$ cat config.mk
export PLATFORM = sky130hd
export DESIGN_NAME = hazard_ctrl_flat
export DESIGN_NICKNAME = d
export VERILOG_FILES = /design/src/rtl/hazard_ctrl_pkg.sv /design/src/rtl/hazard_ctrl_if.sv /design/src/rtl/hazard_match.sv /design/src/rtl/hazard_ctrl.sv /design/src/flat_wrapper.sv
export SDC_FILE = /design/constraint.sdc
export NUM_CORES = 1
export LEC_CHECK = 0
export ABC_AREA = 1
export CORE_MARGIN = 1
export CORE_UTILIZATION = 30
export CTS_BUF_LIST = sky130_fd_sc_hd__clkbuf_4 sky130_fd_sc_hd__clkbuf_8
export DETAILED_ROUTE_END_ITERATION = 12
export GPL_ROUTABILITY_DRIVEN = 1
export REMOVE_ABC_BUFFERS = 1
export SLEW_MARGIN = 0
export SYNTH_ARGS = -nofsm -noshare
export SYNTH_HDL_FRONTEND = slang
export SYNTH_SLANG_ARGS = --single-unit
$ cat constraint.sdc
create_clock -name clk -period 1.39 [get_ports clk]
set_input_delay 0.2085 -clock clk [delete_from_list [all_inputs] [get_ports clk]]
set_output_delay 0.2085 -clock clk [all_outputs]
set_load 0.1 [all_outputs]
$ cat src/rtl/hazard_ctrl_pkg.sv
// Shared definitions for the hazard/forwarding controller of the D/X/MW pipeline.
package hazard_ctrl_pkg;

    typedef enum logic {
        RUN     = 1'b0,
        LUSTALL = 1'b1
    } hc_state_e;

    localparam logic [4:0] REG_X0 = 5'd0;

endpackage

$ cat src/rtl/hazard_ctrl_if.sv
// Decode-side request and hazard-control response bundle between pipeline and hazard_ctrl.
// Level signals, no handshake: the pipeline drives D-slot info every cycle, the controller answers in the same cycle.
interface hazard_ctrl_if #(
    parameter int CNT_W = 32
);
    logic             d_valid;
    logic [4:0]       d_rs1;
    logic [4:0]       d_rs2;
    logic             d_uses_rs1;
    logic             d_uses_rs2;
    logic [4:0]       d_rd;
    logic             d_we;
    logic             d_is_load;
    logic             x_redirect;
    logic             mem_busy;
    logic             wb2d_a;
    logic             wb2d_b;
    logic             x_fwd_a;
    logic             x_fwd_b;
    logic             stall_f;
    logic             stall_d;
    logic             kill_d;
    logic             pipe_adv;
    logic [CNT_W-1:0] stall_cnt;
    logic [CNT_W-1:0] flush_cnt;

    modport master (
        output d_valid, d_rs1, d_rs2, d_uses_rs1, d_uses_rs2, d_rd, d_we, d_is_load,
        output x_redirect, mem_busy,
        input  wb2d_a, wb2d_b, x_fwd_a, x_fwd_b, stall_f, stall_d, kill_d, pipe_adv,
        input  stall_cnt, flush_cnt
    );

    modport slave (
        input  d_valid, d_rs1, d_rs2, d_uses_rs1, d_uses_rs2, d_rd, d_we, d_is_load,
        input  x_redirect, mem_busy,
        output wb2d_a, wb2d_b, x_fwd_a, x_fwd_b, stall_f, stall_d, kill_d, pipe_adv,
        output stall_cnt, flush_cnt
    );
endinterface

$ cat src/rtl/hazard_match.sv
// Producer/consumer register compare; writes to x0 and unused source operands never match.
module hazard_match
    import hazard_ctrl_pkg::*;
(
    input  logic       valid,
    input  logic       we,
    input  logic [4:0] rd,
    input  logic [4:0] rs,
    input  logic       uses,
    output logic       hit
);
    assign hit = valid & we & uses & (rs != REG_X0) & (rd == rs);
endmodule

$ cat src/rtl/hazard_ctrl.sv
// Hazard and forwarding controller: shadow X/MW destination info, forwarding selects,
// load-use stall FSM, redirect kill and stall/flush performance counters.
module hazard_ctrl
    import hazard_ctrl_pkg::*;
#(
    parameter int LOAD_USE_STALL = 1,
    parameter int CNT_W          = 32
) (
    input  logic            clk,
    input  logic            rst_n,
    hazard_ctrl_if.slave    bus,
    output hc_state_e       state
);
    logic             x_valid, x_we, x_load;
    logic [4:0]       x_rd;
    logic             mw_valid, mw_we;
    logic [4:0]       mw_rd;
    logic             x_fwd_a_q, x_fwd_b_q;
    logic [CNT_W-1:0] stall_cnt_q, flush_cnt_q;
    hc_state_e        state_q, state_d;

    logic mw_hit_a, mw_hit_b, x_hit_a, x_hit_b;
    logic loaduse, adv, stall_f, stall_d, kill_d, flush_inc;

    hazard_match u_mw_a (.valid(mw_valid), .we(mw_we), .rd(mw_rd), .rs(bus.d_rs1),
                         .uses(bus.d_uses_rs1), .hit(mw_hit_a));
    hazard_match u_mw_b (.valid(mw_valid), .we(mw_we), .rd(mw_rd), .rs(bus.d_rs2),
                         .uses(bus.d_uses_rs2), .hit(mw_hit_b));
    hazard_match u_x_a  (.valid(x_valid), .we(x_we), .rd(x_rd), .rs(bus.d_rs1),
                         .uses(bus.d_uses_rs1), .hit(x_hit_a));
    hazard_match u_x_b  (.valid(x_valid), .we(x_we), .rd(x_rd), .rs(bus.d_rs2),
                         .uses(bus.d_uses_rs2), .hit(x_hit_b));

    assign loaduse = (LOAD_USE_STALL != 0) & bus.d_valid & x_valid & x_load & (x_hit_a | x_hit_b);
    assign adv     = rst_n & ~bus.mem_busy;

    // Priority mem_busy > x_redirect > loaduse; everything reads 0 while reset is held.
    always_comb begin
        state_d   = state_q;
        stall_f   = 1'b0;
        stall_d   = 1'b0;
        kill_d    = 1'b0;
        flush_inc = 1'b0;
        if (rst_n) begin
            if (bus.mem_busy) begin
                stall_f = 1'b1;
                stall_d = 1'b1;
            end else if (bus.x_redirect) begin
                kill_d    = 1'b1;
                flush_inc = 1'b1;
                state_d   = RUN;
            end else begin
                case (state_q)
                    RUN: begin
                        if (loaduse) begin
                            stall_f = 1'b1;
                            stall_d = 1'b1;
                            kill_d  = 1'b1;
                            state_d = LUSTALL;
                        end
                    end
                    LUSTALL: state_d = RUN;
                    default: state_d = RUN;
                endcase
            end
        end
    end

    always_ff @(posedge clk or negedge rst_n) begin
        if (!rst_n) begin
            state_q     <= RUN;
            x_valid     <= 1'b0;
            x_we        <= 1'b0;
            x_load      <= 1'b0;
            x_rd        <= REG_X0;
            mw_valid    <= 1'b0;
            mw_we       <= 1'b0;
            mw_rd       <= REG_X0;
            x_fwd_a_q   <= 1'b0;
            x_fwd_b_q   <= 1'b0;
            stall_cnt_q <= '0;
            flush_cnt_q <= '0;
        end else begin
            state_q <= state_d;
            if (adv) begin
                mw_valid  <= x_valid;
                mw_we     <= x_we;
                mw_rd     <= x_rd;
                x_valid   <= bus.d_valid & ~kill_d & ~loaduse;
                x_we      <= bus.d_we;
                x_load    <= bus.d_is_load;
                x_rd      <= bus.d_rd;
                x_fwd_a_q <= x_hit_a & ~kill_d & ~loaduse;
                x_fwd_b_q <= x_hit_b & ~kill_d & ~loaduse;
                if (stall_d)   stall_cnt_q <= stall_cnt_q + 1'b1;
                if (flush_inc) flush_cnt_q <= flush_cnt_q + 1'b1;
            end
        end
    end

    assign bus.wb2d_a    = rst_n & mw_hit_a;
    assign bus.wb2d_b    = rst_n & mw_hit_b;
    assign bus.x_fwd_a   = x_fwd_a_q;
    assign bus.x_fwd_b   = x_fwd_b_q;
    assign bus.stall_f   = stall_f;
    assign bus.stall_d   = stall_d;
    assign bus.kill_d    = kill_d;
    assign bus.pipe_adv  = adv;
    assign bus.stall_cnt = stall_cnt_q;
    assign bus.flush_cnt = flush_cnt_q;
    assign state         = state_q;
endmodule

$ cat src/flat_wrapper.sv
// flat-port wrapper written by rule: the top's interface ports become plain ports
module hazard_ctrl_flat import hazard_ctrl_pkg::*;
#(
    parameter int LOAD_USE_STALL = 1,
    parameter int CNT_W          = 32
)
  (clk, rst_n, state, bus_d_valid, bus_d_rs1, bus_d_rs2, bus_d_uses_rs1, bus_d_uses_rs2, bus_d_rd, bus_d_we, bus_d_is_load, bus_x_redirect, bus_mem_busy, bus_wb2d_a, bus_wb2d_b, bus_x_fwd_a, bus_x_fwd_b, bus_stall_f, bus_stall_d, bus_kill_d, bus_pipe_adv, bus_stall_cnt, bus_flush_cnt);
  hazard_ctrl_if #(.CNT_W(CNT_W)) bus_i ();
  input  logic clk;
  input  logic rst_n;
  output hc_state_e state;
  input wire logic [$bits(bus_i.d_valid)-1:0] bus_d_valid;
  input wire logic [$bits(bus_i.d_rs1)-1:0] bus_d_rs1;
  input wire logic [$bits(bus_i.d_rs2)-1:0] bus_d_rs2;
  input wire logic [$bits(bus_i.d_uses_rs1)-1:0] bus_d_uses_rs1;
  input wire logic [$bits(bus_i.d_uses_rs2)-1:0] bus_d_uses_rs2;
  input wire logic [$bits(bus_i.d_rd)-1:0] bus_d_rd;
  input wire logic [$bits(bus_i.d_we)-1:0] bus_d_we;
  input wire logic [$bits(bus_i.d_is_load)-1:0] bus_d_is_load;
  input wire logic [$bits(bus_i.x_redirect)-1:0] bus_x_redirect;
  input wire logic [$bits(bus_i.mem_busy)-1:0] bus_mem_busy;
  output wire logic [$bits(bus_i.wb2d_a)-1:0] bus_wb2d_a;
  output wire logic [$bits(bus_i.wb2d_b)-1:0] bus_wb2d_b;
  output wire logic [$bits(bus_i.x_fwd_a)-1:0] bus_x_fwd_a;
  output wire logic [$bits(bus_i.x_fwd_b)-1:0] bus_x_fwd_b;
  output wire logic [$bits(bus_i.stall_f)-1:0] bus_stall_f;
  output wire logic [$bits(bus_i.stall_d)-1:0] bus_stall_d;
  output wire logic [$bits(bus_i.kill_d)-1:0] bus_kill_d;
  output wire logic [$bits(bus_i.pipe_adv)-1:0] bus_pipe_adv;
  output wire logic [$bits(bus_i.stall_cnt)-1:0] bus_stall_cnt;
  output wire logic [$bits(bus_i.flush_cnt)-1:0] bus_flush_cnt;
  assign bus_i.d_valid = bus_d_valid;
  assign bus_i.d_rs1 = bus_d_rs1;
  assign bus_i.d_rs2 = bus_d_rs2;
  assign bus_i.d_uses_rs1 = bus_d_uses_rs1;
  assign bus_i.d_uses_rs2 = bus_d_uses_rs2;
  assign bus_i.d_rd = bus_d_rd;
  assign bus_i.d_we = bus_d_we;
  assign bus_i.d_is_load = bus_d_is_load;
  assign bus_i.x_redirect = bus_x_redirect;
  assign bus_i.mem_busy = bus_mem_busy;
  assign bus_wb2d_a = bus_i.wb2d_a;
  assign bus_wb2d_b = bus_i.wb2d_b;
  assign bus_x_fwd_a = bus_i.x_fwd_a;
  assign bus_x_fwd_b = bus_i.x_fwd_b;
  assign bus_stall_f = bus_i.stall_f;
  assign bus_stall_d = bus_i.stall_d;
  assign bus_kill_d = bus_i.kill_d;
  assign bus_pipe_adv = bus_i.pipe_adv;
  assign bus_stall_cnt = bus_i.stall_cnt;
  assign bus_flush_cnt = bus_i.flush_cnt;
  hazard_ctrl #(.LOAD_USE_STALL(LOAD_USE_STALL), .CNT_W(CNT_W)) u_core (.clk(clk), .rst_n(rst_n), .bus(bus_i), .state(state));
endmodule
## Word level (Yosys, flattened, before mapping)

Index checks and enable logic that the tools add are counted.

| storage, ports and cells | value |
|---|---|
| output and inout bits | 73 |
| logic and storage cells | 67 |
| register bits | 82 |
| input port bits | 24 |

| operators by class | value |
|---|---|
| multiplexer cells | 13 |
| bitwise logic cells | 31 |
| eq/ne operators | 4 |
| $add $sub $neg | 2 |
| reductions and logical operators | 5 |

Operators by type and width:

| cell | number |
|---|---|
| $add 32x1->32 const B | 2 |
| $and 1x1->1 | 26 |
| $eq 5x5->1 | 4 |
| $mux 1 | 12 |
| $reduce_bool 5->1 | 2 |
| $reduce_and 2->1 | 3 |
| $not 1->1 | 4 |
| $pmux 1 s2 | 1 |
| $or 1x1->1 | 1 |

## Logic depth before layout (Yosys ltp)

| depth | value |
|---|---|
| word-level depth | 14 |
| gate-level depth with buffers | 12 |
| gate-level depth less buffers | 11 |

## Hierarchy

Synthesis repeated with hierarchy kept, for this count alone.

| second synthesis, totals | value |
|---|---|
| cells, all modules | 772 |
| area, all modules | 5057.4 um^2 |

By module, submodules not included:

| module | area each (um^2) | times used | cells an instance | seq. area each (um^2) |
|---|---|---|---|---|
| hazard_ctrl | 4541.9 | 1 | 640 | 2052.0 |
| hazard_match | 128.9 | 4 | 33 | 0.0 |

## Worst setup path after synthesis

Ideal clock, no wire load.

| timing | value |
|---|---|
| path kind | register to output |
| start | register u_core.mw_rd[4] |
| end | output port bus_wb2d_b |
| path buffers | 0 |
| slack | -2379 ps |
| stages on the path, launching flop included | 6 |
| arrival | 3561 ps |
| data required time | 1182 ps |
| cells stage by stage | dfrtp_1 -> inv_1 -> o22ai_1 -> nor4_1 -> nand2_1 -> nor4_1 |

| on the way | value |
|---|---|
| word-level cells in the longest chain between the ends | 3 |

Ends and longest elaborated chain:

| what | line | text |
|---|---|---|
| start, declared | hazard_ctrl.sv:17 | `logic [4:0] mw_rd;` |
| start signal, assigned | hazard_ctrl.sv:88 | `mw_rd <= x_rd;` |
| $eq 5x5->1 | hazard_match.sv:12 | `assign hit = valid & we & uses & (rs != REG_X0) & (rd == rs);` |
| $and 1x1->1 | hazard_match.sv:12 |  |
| $and 1x1->1 | hazard_ctrl.sv:102 | `assign bus.wb2d_b = rst_n & mw_hit_b;` |
| end, declared | flat_wrapper.sv:23 | `output wire logic [$bits(bus_i.wb2d_b)-1:0] bus_wb2d_b;` |

Every way passes these cells.

## Final worst setup path

| timing | value |
|---|---|
| start | register u_core.x_rd[0] |
| end | output port bus_stall_d |

| on the way | value |
|---|---|
| word-level cells in the longest chain between the ends | 9 |
| elaborated cells on any way between the ends | 11 |
| those cells by class | eq/ne: 2; mux: 5; bitwise: 4 |

Ends and longest elaborated chain:

| what | line | text |
|---|---|---|
| start, declared | hazard_ctrl.sv:15 | `logic [4:0] x_rd;` |
| start signal, assigned | hazard_ctrl.sv:92 | `x_rd <= bus.d_rd;` |
| $eq 5x5->1 | hazard_match.sv:12 |  |
| $and 1x1->1 | hazard_match.sv:12 |  |
| $or 1x1->1 * | hazard_ctrl.sv:34 | `assign loaduse = (LOAD_USE_STALL != 0) & bus.d_valid & x_valid & x_load & (x_hit_a \| x_hit_b);` |
| $and 1x1->1 * | hazard_ctrl.sv:34 |  |
| $mux 1 * | hazard_ctrl.sv:55 | `if (loaduse) begin` |
| $mux 1 * | hazard_ctrl.sv:53 | `case (state_q)` |
| $mux 1 * | hazard_ctrl.sv:48 | `end else if (bus.x_redirect) begin` |
| $mux 1 * | hazard_ctrl.sv:45 | `if (bus.mem_busy) begin` |
| $mux 1 * | hazard_ctrl.sv:44 | `if (rst_n) begin` |
| end, declared | flat_wrapper.sv:27 | `output wire logic [$bits(bus_i.stall_d)-1:0] bus_stall_d;` |

Every way passes the cells marked *; elsewhere a longest branch is shown, timed or not.

==> metrics.json <==
{
  "run_status": {
    "failing_checks": "negative setup slack",
    "outcome": "finished with violations"
  },
  "logic_synthesis": {
    "yosys.area.top_type_share_pct": 40.12,
    "ys_seq_elements": 82,
    "ys_seq_area_share_pct": 40.12,
    "yosys.cell_types.count": 33,
    "ys_top_cells_by_area": "sky130_fd_sc_hd__dfrtp_1 40%, sky130_fd_sc_hd__nand2_1 14%, sky130_fd_sc_hd__xor2_1 7.5%",
    "synth-warning-count": 0,
    "syn-mean-instance-area_sq_um": 7.424,
    "synthDominantAreaCellType": "sky130_fd_sc_hd__dfrtp_1",
    "syn-instance-count": 689,
    "synthesis.area_sq_um": 5115
  },
  "global_route": {
    "grt_first_pass_wirelength_mm": 27.66,
    "grt_remaining_overflow": 0,
    "maximum_number_of_pins_on_one_net_before_global_route_repair": 34,
    "grt.total_usage_pct": 19.75,
    "grt_pass1_vias": 5591,
    "antenna_found_initial": 0
  },
  "layout": {
    "area_delta_synth_final_pct": 84.59,
    "antenna-diode-count": 0,
    "design.final.nets": 1008,
    "layout.cells.most_common_list": "167 x sky130_fd_sc_hd__nand2_1, 155 x sky130_fd_sc_hd__buf_4, 76 x sky130_fd_sc_hd__buf_12, 74 x sky130_fd_sc_hd__dfrtp_1, 70 x sky130_fd_sc_hd__inv_1",
    "utilization_pct": 56.73,
    "final_layout_size_suffix_gt1_share_pct": 41.64,
    "leading_cell_type_in_the_layout_fill_and_taps_excluded": "sky130_fd_sc_hd__nand2_1",
    "final_instance_area_sq_um": 9442,
    "layout.cells.non_filler": 1207
  },
  "die": {
    "dieHeight_um": 132.6,
    "ios": 97,
    "die_x_um": 132.6,
    "floorplan.rows": 47,
    "die_area_sq_um": 17580,
    "initial_utilization_pct": 30.73,
    "core_sq_um": 16640
  },
  "sta": {
    "worst_pin_slew_ns": 0.4636,
    "max_clock_freq_ghz": 0.4727,
    "hold_viol": 0,
    "layout_min_cycle_time_ns": 2.116,
    "grt_setup_unrepaired": "yes",
    "report.final.setup_viol": 70,
    "skew_ns": 0.01637,
    "final_max_slew_viol_count": 0,
    "max_slew_headroom_pct": 69.09,
    "final.period_utilization_pct": 152.2,
    "finalSetupTns_ns": -27.56,
    "layout_setup_ws_ns": -0.7256
  },
  "placed_design": {
    "placed_cells_incl_taps": 1155,
    "place_area_sq_um": 8265,
    "globalplace.congestion": 0.8783,
    "post-dp-hpwl_mm": 12.27,
    "port_buffers": 96
  },
  "hold_path": {
    "hold_path_depth": 3,
    "min-delay-path-class": "input pin to flip-flop"
  },
  "cts": {
    "cts.clk_slew.worst_paths_ns": 0.08,
    "cts.sinks": 82,
    "worstSkewPairLatency_ns": 0.37,
    "htree_num_levels": 3,
    "tritoncts": "built",
    "root_buffer": "sky130_fd_sc_hd__clkbuf_8",
    "cts_buffers": 9,
    "cts_buffer_depth": 2
  },
  "drt": {
    "route.final.wire_length_mm": 17.79,
    "mean_number_of_vias_per_cell": 4.682,
    "antenna_violating_nets_post_route": 0,
    "avgRoutedWirePerCell_um": 14.74,
    "post-route-drc-count": 0,
    "vias": 5651,
    "drt_first_iter_violations": 238,
    "firstDrtPassIters": 5
  },
  "critical_path": {
    "crit_slowest_cell": "sky130_fd_sc_hd__dfrtp_1",
    "crit_arrival_ns": 1.91,
    "reg2reg_depth": 14,
    "worst_setup_path_end_kind": "output pin",
    "cp.required_ns": 1.18,
    "worst-r2r-setup-slack_ns": -0.66,
    "critPathMaxStageDelay_ns": 0.43,
    "critPathMaxFanout": 3,
    "critical-path-top-delay-family": "simple AND/OR/NAND/NOR gates",
    "startpoint_kind_of_the_worst_setup_timing_path": "flip-flop",
    "critical_path_buf_inv_count": 2,
    "cp.depth": 9,
    "path_cells": "xnor2_1 > nand2_1 > nor2_1 > nand2_1 > nand2_2 > nand4_1 > a21oi_2 > buf_6 > buf_12",
    "criticalPathCategory": "flip-flop to output pin",
    "crit_path_frequent_cell": "sky130_fd_sc_hd__nand2_1"
  },
  "pwr": {
    "power_mw": 7.464,
    "peak_supply_drop_mv": 1.085,
    "p_per_area_nw_per_um2": 790.5,
    "leakagePower_nw": 4.843
  },
  "run": {
    "maxCapViolations": 0
  }
}
-- power by group --
part	switching [mW]	internal [mW]	total, mW
Clock	0.961	0.921	1.88
Combinational	1.61	1.22	2.83
Sequential	0.204	2.55	2.76
-- worst min-delay path, stage by stage --
cell,delay (ns)
sky130_fd_sc_hd__clkdlybuf4s50_1,0.40
sky130_fd_sc_hd__nand2_1,0.07
sky130_fd_sc_hd__nand2_1,0.04
-- cell usage after synthesis --
cell                       number
sky130_fd_sc_hd__nand2_1      197
sky130_fd_sc_hd__o21bai_1      32
sky130_fd_sc_hd__inv_1         76
sky130_fd_sc_hd__nor3_2         1
sky130_fd_sc_hd__clkbuf_1       6
sky130_fd_sc_hd__nor2_1        55
sky130_fd_sc_hd__nor2_8         1
sky130_fd_sc_hd__a21oi_1        4
sky130_fd_sc_hd__nor3b_1        1
sky130_fd_sc_hd__ha_1           2
sky130_fd_sc_hd__inv_2          9
sky130_fd_sc_hd__nand2_4        1
sky130_fd_sc_hd__nand2_2        3
sky130_fd_sc_hd__xnor2_1       20
sky130_fd_sc_hd__clkinv_1       1
sky130_fd_sc_hd__xor2_1        44
sky130_fd_sc_hd__nor3_1        29
sky130_fd_sc_hd__nor2_2         2
sky130_fd_sc_hd__buf_1          4
sky130_fd_sc_hd__o21ai_1        5
sky130_fd_sc_hd__o21ai_0       10
sky130_fd_sc_hd__dfrtp_1       82
sky130_fd_sc_hd__o22ai_1        7
sky130_fd_sc_hd__or2_1          2
sky130_fd_sc_hd__nor2_4         4
sky130_fd_sc_hd__nand3_1       62
sky130_fd_sc_hd__nand3_2        3
sky130_fd_sc_hd__buf_4          4
sky130_fd_sc_hd__buf_2          4
sky130_fd_sc_hd__or3_1          1
sky130_fd_sc_hd__nand4_1       11
sky130_fd_sc_hd__nand4_2        1
sky130_fd_sc_hd__nor4_1         5
-- layout make-up --
| type | count | area, sq um |
|---|---|---|
| clock buffers | 11 | 151.4 |
| clock inverters | 5 | 52.55 |
| fillers | 1413 | 7201 |
| inverters | 86 | 322.8 |
| multi-input cells | 503 | 3119 |
| flip-flops and latches | 82 | 2062 |
| well taps | 220 | 275.3 |
| repair buffers | 300 | 3458 |
-- flip-flops by register name, summed over array words and instances (netlist names) --
signal / count
u_core.x_valid: 1
u_core.bus.x_fwd_b: 1
u_core.mw_rd: 5
u_core.mw_valid: 1
u_core.x_rd: 5
u_core.x_load: 1
u_core.bus.stall_cnt: 32
u_core.bus.flush_cnt: 32
u_core.bus.x_fwd_a: 1
u_core.x_we: 1
u_core.state: 1
u_core.mw_we: 1
-- metrics by stage --
step / setup slack [ns] / hold slack [ns]
after floorplan: -2.777 / -0.08709
after global placement: -0.7248 / 0.3191
after detailed placement: -0.7302 / 0.3231
after CTS: -0.7331 / 0.3745
after global routing: -0.8579 / 0.4050
final: -0.7256 / 0.3808
-- routing by layer --
layer	vias up	wire length [um]	track usage [%]
met5	-	0	0
met4	0	300	6.003
met3	22	805	3.870
met2	129	8904	33.98
met1	2714	7776	24.89
li1	2786	-	-
-- what timing repair did --
| item | CTS | global route |
|---|---|---|
| hold buffers | 1 | 0 |
| endpoints found under the setup margin | 65 | 109 |
| pin swaps | 35 | 56 |
| cloned | 0 | 3 |
| gates resized for setup | 85 | 104 |
| endpoints found under the hold margin | 30 | 0 |
| setup buffers | 26 | 22 |
-- path summary, 6_finish.rpt --
path / startpoint / endpoint
max in group asynchronous: rst_n / u_core.bus.flush_cnt[26]
min in group asynchronous: rst_n / u_core.bus.stall_cnt[23]
hold reg to reg: u_core.x_load / u_core.x_load
setup reg to reg: u_core.x_rd[0] / u_core.bus.stall_cnt[27]
setup / recovery: u_core.x_rd[0] / bus_stall_d
hold / removal: bus_d_rd[0] / u_core.x_rd[0]
-- logic make-up after synthesis --
kind of cell	share of synthesized area, %
XOR/XNOR	10.96
flip-flops	40.12
buffers and inverters	8.023
AO/OA/AOI/OAI	7.412
adder cells (fa/ha/maj)	0.4892
AND/OR/NAND/NOR	33.00
(Power assumes the default switching activity.)
